===== config.mk =====
export PLATFORM = sky130hd
export DESIGN_NAME = seven_segment_scanner
export DESIGN_NICKNAME = d
export VERILOG_FILES = /design/src/rtl/seven_segment_scanner_pkg.sv /design/src/rtl/seven_segment_scanner_glyph.sv /design/src/rtl/seven_segment_scanner.sv
export SDC_FILE = /design/constraint.sdc
export NUM_CORES = 1
export LEC_CHECK = 0
export ABC_AREA = 1
export BUFFER_PORTS_ARGS = -buffer_cell sky130_fd_sc_hd__buf_2
export CORE_UTILIZATION = 58
export DETAILED_ROUTE_END_ITERATION = 16
export GPL_ROUTABILITY_DRIVEN = 1
export PLACE_DENSITY = 0.77
export SETUP_SLACK_MARGIN = 0.3
export SLEW_MARGIN = 30
export SYNTH_ARGS = -nofsm -noshare
export SYNTH_HDL_FRONTEND = slang
export SYNTH_SLANG_ARGS = --single-unit

===== constraint.sdc =====
create_clock -name clk -period 3.3 [get_ports clk]
set_input_delay 0.825 -clock clk [delete_from_list [all_inputs] [get_ports clk]]
set_output_delay 0.825 -clock clk [all_outputs]
set_load 0.02 [all_outputs]

===== src/rtl/seven_segment_scanner_pkg.sv =====
// Shared constants for the seven-segment scanner: segment bit order and the
// active-high hex glyph table (bit 0 = segment a, bit 6 = segment g).
package seven_segment_scanner_pkg;

  typedef enum int {
    SEG_A = 0,
    SEG_B = 1,
    SEG_C = 2,
    SEG_D = 3,
    SEG_E = 4,
    SEG_F = 5,
    SEG_G = 6
  } seg_bit_e;

  localparam int SEG_W = SEG_G - SEG_A + 1;

  // Index 0..15 maps to the hex digit 0..F, encoded {g,f,e,d,c,b,a}.
  localparam logic [SEG_W-1:0] GLYPHS [16] = '{
    7'b0111111, 7'b0000110, 7'b1011011, 7'b1001111,
    7'b1100110, 7'b1101101, 7'b1111101, 7'b0000111,
    7'b1111111, 7'b1101111, 7'b1110111, 7'b1111100,
    7'b0111001, 7'b1011110, 7'b1111001, 7'b1110001
  };

endpackage


===== src/rtl/seven_segment_scanner_glyph.sv =====
// Combinational hex-to-seven-segment lookup, active-high {g,f,e,d,c,b,a}.
module hex_glyph
  import seven_segment_scanner_pkg::*;
(
  input  logic [3:0]       nibble,
  output logic [SEG_W-1:0] glyph
);

  assign glyph = GLYPHS[nibble];

endmodule


===== src/rtl/seven_segment_scanner.sv =====
// Time-multiplexed seven-segment driver: holding register, refresh prescaler,
// digit scan, leading-zero suppression and output polarity, all outputs registered.
module seven_segment_scanner
  import seven_segment_scanner_pkg::*;
#(
  parameter int NUM_DIGITS  = 4,
  parameter int REFRESH_DIV = 100000,
  parameter int ACTIVE_LOW  = 1,
  localparam int IDX_W      = (NUM_DIGITS > 1) ? $clog2(NUM_DIGITS) : 1
) (
  input  logic                    clk,
  input  logic                    rst,
  input  logic [4*NUM_DIGITS-1:0] value,
  input  logic [NUM_DIGITS-1:0]   dp,
  input  logic [NUM_DIGITS-1:0]   blank,
  input  logic                    lz_suppress,
  input  logic                    load,
  output logic [SEG_W-1:0]        seg,
  output logic                    dp_out,
  output logic [NUM_DIGITS-1:0]   an,
  output logic [IDX_W-1:0]        digit_idx
);

  localparam int   PW  = $clog2(REFRESH_DIV);
  localparam logic INV = (ACTIVE_LOW != 0);

  logic [4*NUM_DIGITS-1:0] held_value;
  logic [NUM_DIGITS-1:0]   held_dp;
  logic [NUM_DIGITS-1:0]   held_blank;
  logic                    held_lz;
  logic [PW-1:0]           presc;
  logic [IDX_W-1:0]        scan_idx;
  logic                    wrap;

  assign wrap = (presc == PW'(REFRESH_DIV - 1));

  always_ff @(posedge clk or posedge rst) begin
    if (rst) begin
      held_value <= '0;
      held_dp    <= '0;
      held_blank <= '0;
      held_lz    <= 1'b0;
    end else if (load) begin
      held_value <= value;
      held_dp    <= dp;
      held_blank <= blank;
      held_lz    <= lz_suppress;
    end
  end

  always_ff @(posedge clk or posedge rst) begin
    if (rst) begin
      presc    <= '0;
      scan_idx <= '0;
    end else if (wrap) begin
      presc <= '0;
      if (scan_idx == IDX_W'(NUM_DIGITS - 1)) scan_idx <= '0;
      else                                    scan_idx <= scan_idx + 1'b1;
    end else begin
      presc <= presc + 1'b1;
    end
  end

  logic [3:0]            cur_nibble;
  logic [SEG_W-1:0]      cur_glyph;
  logic                  sel_dp;
  logic                  sel_blank;
  logic                  upper_zero;
  logic                  dark;
  logic [NUM_DIGITS-1:0] onehot;
  logic [SEG_W-1:0]      seg_hi;
  logic                  dp_hi;
  logic [NUM_DIGITS-1:0] an_hi;

  // upper_zero: the selected nibble and every more-significant one are zero.
  always_comb begin
    cur_nibble = '0;
    sel_dp     = 1'b0;
    sel_blank  = 1'b0;
    upper_zero = 1'b1;
    onehot     = '0;
    for (int i = 0; i < NUM_DIGITS; i++) begin
      if (IDX_W'(i) == scan_idx) begin
        cur_nibble = held_value[4*i +: 4];
        sel_dp     = held_dp[i];
        sel_blank  = held_blank[i];
        onehot[i]  = 1'b1;
      end
      if (IDX_W'(i) >= scan_idx && held_value[4*i +: 4] != 4'd0) upper_zero = 1'b0;
    end
  end

  hex_glyph u_glyph (
    .nibble (cur_nibble),
    .glyph  (cur_glyph)
  );

  always_comb begin
    dark   = sel_blank || (held_lz && scan_idx != '0 && upper_zero);
    seg_hi = dark ? '0 : cur_glyph;
    dp_hi  = !dark && sel_dp;
    an_hi  = dark ? '0 : onehot;
  end

  always_ff @(posedge clk or posedge rst) begin
    if (rst) begin
      seg       <= {SEG_W{INV}};
      dp_out    <= INV;
      an        <= {NUM_DIGITS{INV}};
      digit_idx <= '0;
    end else begin
      seg       <= seg_hi ^ {SEG_W{INV}};
      dp_out    <= dp_hi ^ INV;
      an        <= an_hi ^ {NUM_DIGITS{INV}};
      digit_idx <= scan_idx;
    end
  end

endmodule

### After elaboration in Yosys (flattened, before gate mapping)

Memory sizes are Yosys's and may differ from the RTL's.
Cells that the tools add are included.

| word-level totals | value |
|---|---|
| word-level logic and storage cells | 68 |
| register bits | 58 |
| bits of input ports | 28 |
| memories kept | 1 |
| memory bits (read-only) | 112 |

| operators by class | value |
|---|---|
| mux-type cells | 26 |
| bitwise operators | 4 |
| reduce and logical (&&, ||, !) cells | 15 |
| equality and inequality tests | 5 |
| order comparisons | 5 |
| add/sub/neg operators | 2 |

Memories:

| name | words | width | rd ports | clocked after memory_dff | write ports | RTL line | RTL |
|---|---|---|---|---|---|---|---|
| (no name shown) | 16 | 7 | 1 | 0 | 0 | seven_segment_scanner_glyph.sv:9 | `assign glyph = GLYPHS[nibble];` |

Operators by type and width:

| operator | count |
|---|---|
| 7-bit 2-to-1 mux | 3 |
| 4-bit 2-to-1 mux | 5 |
| 17-bit by 1-bit adder with 17-bit output (second input constant) | 1 |
| 17-bit equality test (second input constant) | 1 |
| 17-bit 2-to-1 mux | 1 |
| 1-bit 2-to-1 mux | 16 |
| 4-bit nonzero test | 4 |
| 1-bit logical AND | 7 |
| 7-bit inverter | 1 |
| 5-bit >= comparator (second input constant) | 1 |
| 4-bit inverter with 5-bit output | 1 |
| 2-bit equality test (first input constant) | 2 |
| 1-bit by 2-bit >= comparator with 1-bit output (first input constant) | 2 |
| 2-bit >= comparator (first input constant) | 2 |
| 4-bit inverter | 1 |
| 2-bit by 1-bit adder with 2-bit output (second input constant) | 1 |
| 1-bit by 2-bit equality test with 1-bit output (first input constant) | 1 |
| 2-bit equality test (second input constant) | 1 |
| 2-bit zero test | 1 |
| 2-bit 2-to-1 mux | 1 |
| 2-bit nonzero test | 1 |
| 1-bit zero test | 1 |
| 1-bit logical OR | 1 |
| 1-bit inverter | 1 |

### Logic depth before layout (Yosys ltp)

Gate-level depths: netlist of the first run.

| depth | value |
|---|---|
| word-level depth | 11 |
| gate-level depth with buffers | 14 |

### Modules after synthesis

From an unflattened synthesis of the first run, not the netlist that was laid out.

| unflattened totals | value |
|---|---|
| cells, all modules | 360 |
| area total of the unflattened synthesis | 3,014.1 sq um |

By module, submodules not included:

| module | times used | area each (sq um) | cells each |
|---|---|---|---|
| seven_segment_scanner | 1 | 2,743.9 | 308 |
| hex_glyph | 1 | 270.3 | 52 |

### Worst setup path before layout of the first run

OpenSTA, ideal clock, no wires.

| path | value |
|---|---|
| path kind | reg-to-reg |
| start | reg scan_idx[0] |
| end | reg seg[3] |
| stages on the path, launching flop included | 11 |
| slack | 1,261 ps |
| arrival time | 1,957 ps |
| path through | dfrtp_1 ha_1 buf_6 a21oi_1 nand2_1 a21boi_1 inv_1 ha_1 nand3b_1 nand3_1 nand3_1 |

| between the ends | value |
|---|---|
| word-level cells in the longest chain between the ends | 11 |

RTL lines:

| item | RTL line | RTL |
|---|---|---|
| start: declaration | seven_segment_scanner.sv:32 | `logic [IDX_W-1:0] scan_idx;` |
| start signal: assignment | seven_segment_scanner.sv:58 | `else scan_idx <= scan_idx + 1'b1;` |
| 2-bit zero test | seven_segment_scanner.sv:83 | `if (IDX_W'(i) == scan_idx) begin` |
| 4-bit 2-to-1 mux (4 in a row) | seven_segment_scanner.sv:83 |  |
| 4-bit inverter with 5-bit output (not written as such) | seven_segment_scanner_glyph.sv:9 |  |
| memory read 16 x 7 bit | -- |  |
| 7-bit 2-to-1 mux (not written as such) (2 in a row) | seven_segment_scanner_glyph.sv:9 |  |
| 7-bit 2-to-1 mux (*) | seven_segment_scanner.sv:100 | `seg_hi = dark ? '0 : cur_glyph;` |
| 7-bit inverter (no line) (*) | -- |  |
| end signal: assignment | seven_segment_scanner.sv:107 | `seg <= {SEG_W{INV}};` |
| end signal: assignment | seven_segment_scanner.sv:112 | `seg <= seg_hi ^ {SEG_W{INV}};` |
| end: declaration | seven_segment_scanner.sv:18 | `output logic [SEG_W-1:0] seg,` |

Mark *: on every way between the ends. The rest lies on a longest branch, timed or not. The select of a mux whose other input is x is not followed.
A chain may end at the register's enable or synchronous reset.

### Final worst setup path of the first run

Same ends and word-level chain as after synthesis.

==> results of run 1 <==
## stage by stage
step	area, um^2	worst slack (ps)	utilization
3_3_place_gp	3303	1006	0.6509
2_1_floorplan	3052	1067	-
3_5_place_dp	3303	882.0	0.6509
6_report	3486	875.1	0.6869
5_1_grt	3486	667.5	0.6869
4_1_cts	3486	871.1	0.6869
## Yosys cell counts (2+ instances only)
cell type / n / share of area
clkbuf_1: 4 / 0.0049
nand4_1: 7 / 0.014
nand2_1: 82 / 0.10
mux2_2: 8 / 0.030
nor2_4: 2 / 0.0074
dfstp_2: 12 / 0.10
nor3_1: 5 / 0.0082
o21ai_2: 2 / 0.0057
inv_1: 51 / 0.063
a21oi_1: 16 / 0.026
o21ai_1: 5 / 0.0082
nand3_1: 23 / 0.038
nor2_1: 15 / 0.018
nor3_2: 3 / 0.0098
nand2_2: 6 / 0.012
dfrtp_1: 46 / 0.38
nand3_2: 3 / 0.0098
xor2_1: 4 / 0.011
inv_2: 2 / 0.0025
o211ai_1: 3 / 0.0074
ha_1: 12 / 0.049
nor2_2: 3 / 0.0062
buf_6: 3 / 0.011
o21ai_0: 24 / 0.039
## cell type report
cell class / count / area, um^2
clock inverter: 2 / 10.01
multi-input combinational: 233 / 1314
tap: 70 / 87.58
sequential: 58 / 1466
inverter: 55 / 210.2
clock buffer: 14 / 172.7
fill: 445 / 1589
timing repair buffer: 42 / 225.2
## worst paths after layout
check	end	slack [ps]	start
max	seg[3]$_DFF_PP1_	880	scan_idx[0]$_DFFE_PP0N_
min	digit_idx[1]$_DFF_PP0_	470	scan_idx[1]$_DFFE_PP0N_
max reg2reg	seg[3]$_DFF_PP1_	880	scan_idx[0]$_DFFE_PP0N_
min reg2reg	digit_idx[1]$_DFF_PP0_	470	scan_idx[1]$_DFFE_PP0N_
max in group asynchronous	dp_out$_DFF_PP1_	2190	rst
min in group asynchronous	held_value[11]$_DFFE_PP0P_	500	rst
## registers in the layout, indices dropped and copies added (netlist names)
signal and flops:
held_value 16, presc 17, dp_out 1, seg 7, scan_idx 2, held_dp 4, an 4, digit_idx 2
held_lz 1, held_blank 4
## kinds of logic (layout without fill, tap and decap cells)
| family | Yosys count | after routing | share of synthesized area |
|---|---|---|---|
| compound gates | 55 | 55 | 0.1029 |
| xor+xnor | 4 | 4 | 0.01148 |
| fa+ha+maj | 12 | 12 | 0.04920 |
| buf+inv | 64 | 113 | 0.08897 |
| flops | 58 | 58 | 0.4805 |
| mux | 8 | 8 | 0.02952 |
| simple gates | 154 | 154 | 0.2374 |
## layer usage
| metal | routed length [um] | up-vias | global-route usage |
|---|---|---|---|
| met3 | 254 | 9 | 0.07724 |
| met1 | 2776 | 1124 | 0.3248 |
| met5 | 0 | - | 0 |
| met4 | 101 | 0 | 0.1027 |
| li1 | - | 1228 | - |
| met2 | 2623 | 65 | 0.3514 |
## power by group through the flow
stage / clock (uW) / combinational (uW) / sequential, uW
6_report: 593 / 194 / 785
5_1_grt: 642 / 222 / 789
4_1_cts: 608 / 195 / 785
3_5_place_dp: 0 / 195 / 797
3_3_place_gp: 0 / 193 / 796
2_1_floorplan: 0 / 117 / 815
==> qor.txt, run 1 <==
Routed wire per std cell -> 12.14 um
Slew of the pin with the lowest slew margin -> 596.4 ps
Overflow after GRT -> 0
Clock root cell -> clkbuf_8
Hold buffer count at cts -> 0
Total design power -> 1571 uW
First-pass DRT Iterations -> 4
Worst min path class -> reg -> reg
Worst-Skew Late Latency -> 340 ps
Pleak -> 0.001736 uW
Layout Area Growth over Synthesis -> 14.23%
Switching Power -> 402.2 uW
Highest-count cells in the layout ignoring fill and taps -> 82 x nand2_1, 50 x inv_1, 46 x dfrtp_1, 41 x buf_2, 24 x o21ai_0
Die Y -> 74.54 um
CP Data Arrival Time -> 2670 ps
Total Wirelength -> 5755 um
Largest stage delay, worst path -> 470 ps
Site row count -> 26
Dominant synthesized flop cell -> dfrtp_1
Status -> complete, no violations
Seq cells post-synth -> 58
Fin Hold WS -> 466.6 ps
Syn Inst Count -> 355
Distinct cells, synth -> 38
CP Max Fanout -> 12
Combinational Power Share -> 0.123
Die width -> 74.54 um
Unrepaired setup endpoints after global routing -> no
Avg Inst Size Synth -> 8.596 um^2
P per Cell Area -> 450.8 nW/um^2
Post-CTS setup buffers -> 0
Commonest non-fill, non-tap cell in the layout -> nand2_1
DR vias/cell -> 5.118
EDFF count, synth -> 0
Slew Limit Fails -> 0
I/O pins -> 42
Startpoint types -> flop
Clk pwr share -> 0.377
Largest net degree at the start of global routing -> 43
Max_cap viols -> 0
FFs w/ async S/R, synth -> 1.000
Mapped Area -> 3052 um^2
Minimum period implied by the final worst setup slack -> 2425 ps
P_int -> 1169 uW
Drt drc -> 0
Setup TNS Final -> 0 ps
Fin cells -> 474
Layout cells sized above 1 -> 0.2550
Max Freq -> 0.4124 GHz
Routability cong. -> 0.9300
WP data required -> 3540 ps
1st-iter DRT viols -> 141
Nets -> 439
CTS tree -> done
Clock Sinks -> 58
Number of global-route vias before repair -> 2144
Setup-failing EPs final -> 0
Delay-heaviest family, CP -> adder cells
Sw Share -> 0.2559
Placed cell count -> 458
Max VDD drop -> 0.3399 mV
Core area -> 5075 um^2
CP Class -> reg -> reg
Post-synthesis sequential area ratio -> 0.4805
Worst-path cell chain -> inv_1 > ha_1 > a21oi_1 > a21boi_1 > inv_1 > ha_1 > nand3b_1 > nand3_1 > nand3_1
Final HPWL DP -> 4290 um
Count of buffers from port buffering -> 41
All-Layer GR Usage -> 0.2389
CTS max path bufs -> 2
Yosys warns -> 0
Antenna violations before repair -> 0
Slowest CP cell -> dfrtp_1
Ratio of final minimum period to clock period -> 0.7348
Die area -> 5555 um^2
Vias -> 2426
Cts repair resizes -> 0
Final Hold Vio Count -> 0
Endpoint class of the critical path -> flop
Initial Util -> 0.6013
Clock slew at reported path FFs -> 60 ps
Worst path bufs/invs -> 2
Setup Skew -> 8.003 ps
# diodes -> 0
Slew HR -> 0.6024
Reg2Reg Depth -> 9
Detail Route Antenna Nets -> 0
First-pass GRT wire length -> 9735 um
Inserted Clock Buffers -> 9
Syn_nets -> 395
Critical path depth -> 9
H-tree levels -> 3
Register share of total power -> 0.499
Hold Crit Depth -> 0
Power figures use the tool's default switching activity.
==> run 2: changes to the inputs <==
--- a/config.mk
+++ b/config.mk
@@ -7,10 +7,10 @@
 export LEC_CHECK = 0
 export ABC_AREA = 1
 export BUFFER_PORTS_ARGS = -buffer_cell sky130_fd_sc_hd__buf_2
-export CORE_UTILIZATION = 58
+export CORE_UTILIZATION = 52
 export DETAILED_ROUTE_END_ITERATION = 16
 export GPL_ROUTABILITY_DRIVEN = 1
-export PLACE_DENSITY = 0.77
+export PLACE_DENSITY = 0.73
 export SETUP_SLACK_MARGIN = 0.3
 export SLEW_MARGIN = 30
 export SYNTH_ARGS = -nofsm -noshare
==> constraint.sdc (replaced) <==
create_clock -name clk -period 2.2 [get_ports clk]
set_input_delay 0.55 -clock clk [delete_from_list [all_inputs] [get_ports clk]]
set_output_delay 0.55 -clock clk [all_outputs]
set_load 0.02 [all_outputs]
==> qor.txt, run 2 (synthesis results as in run 1) <==
# fillers -> 478 (was 445)
Core area -> 5574 um^2 (was 5075 um^2)
Max Freq -> 0.5288 GHz (was 0.4124 GHz)
Inserted Clock Buffers -> 9 (unchanged)
Die Y -> 78.61 um (was 74.54 um)
Reg2Reg Depth -> 11 (was 9)
Final HPWL DP -> 4483 um (was 4290 um)
CTS tree -> done (unchanged)
Nets -> 454 (was 439)
WP data required -> 2460 ps (was 3540 ps)
Worst-Skew Late Latency -> 330 ps (was 340 ps)
Site row count -> 27 (was 26)
P per Cell Area -> 630.9 nW/um^2 (was 450.8 nW/um^2)
Detail Route Antenna Nets -> 0 (unchanged)
Layout cells sized above 1 -> 0.3246 (was 0.2550)
Clock slew at reported path FFs -> 60 ps (about the same)
Final Hold Vio Count -> 0 (unchanged)
First-pass DRT Iterations -> 5 (was 4)
# diodes -> 0 (unchanged)
Slew Limit Fails -> 0 (unchanged)
Max VDD drop -> 0.4048 mV (was 0.3399 mV)
All-Layer GR Usage -> 0.2221 (was 0.2389)
Max_cap viols -> 0 (unchanged)
Clock root cell -> clkbuf_8 (unchanged)
Status -> complete, no violations (unchanged)
Hold buffer count at cts -> 0 (unchanged)
Total Wirelength -> 6160 um (was 5755 um)
Initial Util -> 0.5475 (was 0.6013)
Max reg flops -> 17 (unchanged)
Die width -> 78.61 um (was 74.54 um)
1st-iter DRT viols -> 154 (was 141)
Minimum period implied by the final worst setup slack -> 1891 ps (was 2425 ps)
CP Class -> reg -> reg (unchanged)
Highest-count cells in the layout ignoring fill and taps -> 79 x nand2_1, 47 x inv_1, 44 x dfrtp_1, 41 x buf_2, 23 x o21ai_0 (was 82 x nand2_1, 50 x inv_1, 46 x dfrtp_1, 41 x buf_2, 24 x o21ai_0)
Count of buffers from port buffering -> 41 (unchanged)
Largest net degree at the start of global routing -> 37 (was 43)
Fin area -> 3710 um^2 (was 3486 um^2)
DR vias/cell -> 5.037 (was 5.118)
Placed Area -> 3347 um^2 (was 3303 um^2)
Largest regs -> presc x17, held_value x16, seg x7 (unchanged)
Startpoint types -> flop (unchanged)
Setup-failing EPs final -> 0 (unchanged)
Ratio of final minimum period to clock period -> 0.8596 (was 0.7348)
I/O pins -> 42 (unchanged)
Worst min path class -> in -> async (was reg -> reg)
Unrepaired setup endpoints after global routing -> yes (was no)
Slew of the pin with the lowest slew margin -> 518.2 ps (was 596.4 ps)
CTS max path bufs -> 2 (unchanged)
First-pass GRT wire length -> 10560 um (was 9735 um)
Vias -> 2473 (was 2426)
Routability cong. -> 0.9066 (was 0.9300)
Biggest register -> presc (unchanged)
Utilization after layout -> 0.6655 (was 0.6869)
CP Data Arrival Time -> 2150 ps (was 2670 ps)
Setup TNS Final -> 0 ps (unchanged)
Drt drc -> 0 (unchanged)
Pleak -> 0.001808 uW (was 0.001736 uW)
Setup Skew -> 8.882 ps (was 8.003 ps)
Number of global-route vias before repair -> 2391 (was 2144)
Die area -> 6179 um^2 (was 5555 um^2)
Layout Area Growth over Synthesis -> 21.57% (was 14.23%)
CP Max Fanout -> 6 (was 12)
Antenna violations before repair -> 0 (unchanged)
Slew HR -> 0.6538 (was 0.6024)
Clock Sinks -> 58 (unchanged)
Overflow after GRT -> 0 (unchanged)
Routed wire per std cell -> 12.55 um (was 12.14 um)
H-tree levels -> 3 (unchanged)
Commonest non-fill, non-tap cell in the layout -> nand2_1 (unchanged)
Endpoint class of the critical path -> flop (unchanged)
-- run 2: path summary, 6_finish.rpt --
| kind | from | endpoint | slack (ps) |
|---|---|---|---|
| min in group clk | dp[3] | held_dp[3]$_DFFE_PP0P_ | 430 |
| worst max-delay path | scan_idx[0]$_DFFE_PP0N_ | seg[1]$_DFF_PP1_ | 310 |
| max in group asynchronous | rst | seg[1]$_DFF_PP1_ | 1340 |
| worst max register to register | scan_idx[0]$_DFFE_PP0N_ | seg[1]$_DFF_PP1_ | 310 |
| worst min-delay path | rst | held_dp[0]$_DFFE_PP0P_ | 260 |
| worst min register to register | presc[0]$_DFF_PP0_ | presc[0]$_DFF_PP0_ | 480 |
-- run 2: cell type report --
cell class | instances | area, um^2 | area share
sequential | 58 | 1469 | 0.3960
timing repair buffer | 57 | 349.1 | 0.09410
inverter | 55 | 216.5 | 0.05835
clock buffer | 13 | 148.9 | 0.04013
multi-input combinational | 233 | 1421 | 0.3831
clock inverter | 3 | 15.01 | 0.004047
tap | 72 | 90.09 | 0.02428
-- run 2: report_power, final --
part / switching (uW) / leakage [uW] / internal [uW]
sequential: 29.1 / 0.000702 / 1150
combinational: 201 / 0.00102 / 134
clock: 391 / 0.0000872 / 435
-- run 2: per-layer routing --
layer,track usage,share of wire,vias to the layer above
li1,-,-,1253
met1,0.2885,0.48,1156
met2,0.3539,0.48,62
met3,0.04535,0.039,2
met4,0.1056,0.0023,0
met5,0,0,-
-- run 2: per-stage QoR --
| step | cells | worst slack, ps | power, uW | hold WS, ps |
|---|---|---|---|---|
| after global routing | 491 | 221.1 | 2466 | 291.3 |
| after global placement | 464 | 192.4 | 1491 | 458.7 |
| final | 491 | 308.8 | 2340 | 256.5 |
| after CTS | 483 | 281.9 | 2336 | 256.4 |
| after floorplan | 355 | 282.2 | 1399 | 440.3 |
| after detailed placement | 464 | 113.1 | 1498 | 476.3 |
-- run 2: critical path: stages, from the launching register on --
cell      delay (ps)
dfrtp_2          450
buf_12           140
ha_4             180
a21oi_2          110
nand2_1           70
a21boi_2         180
inv_2             80
ha_4             230
nand3b_1         180
nand2_1           90
nand2_1           60
nand2_1           60
-- run 2: what timing repair did --
item / 4_1_cts / 5_1_grt
setup buffers: 3 / 8
pin swaps: 2 / 9
gates resized for setup: 12 / 13
setup endpoints to repair: 9 / 8
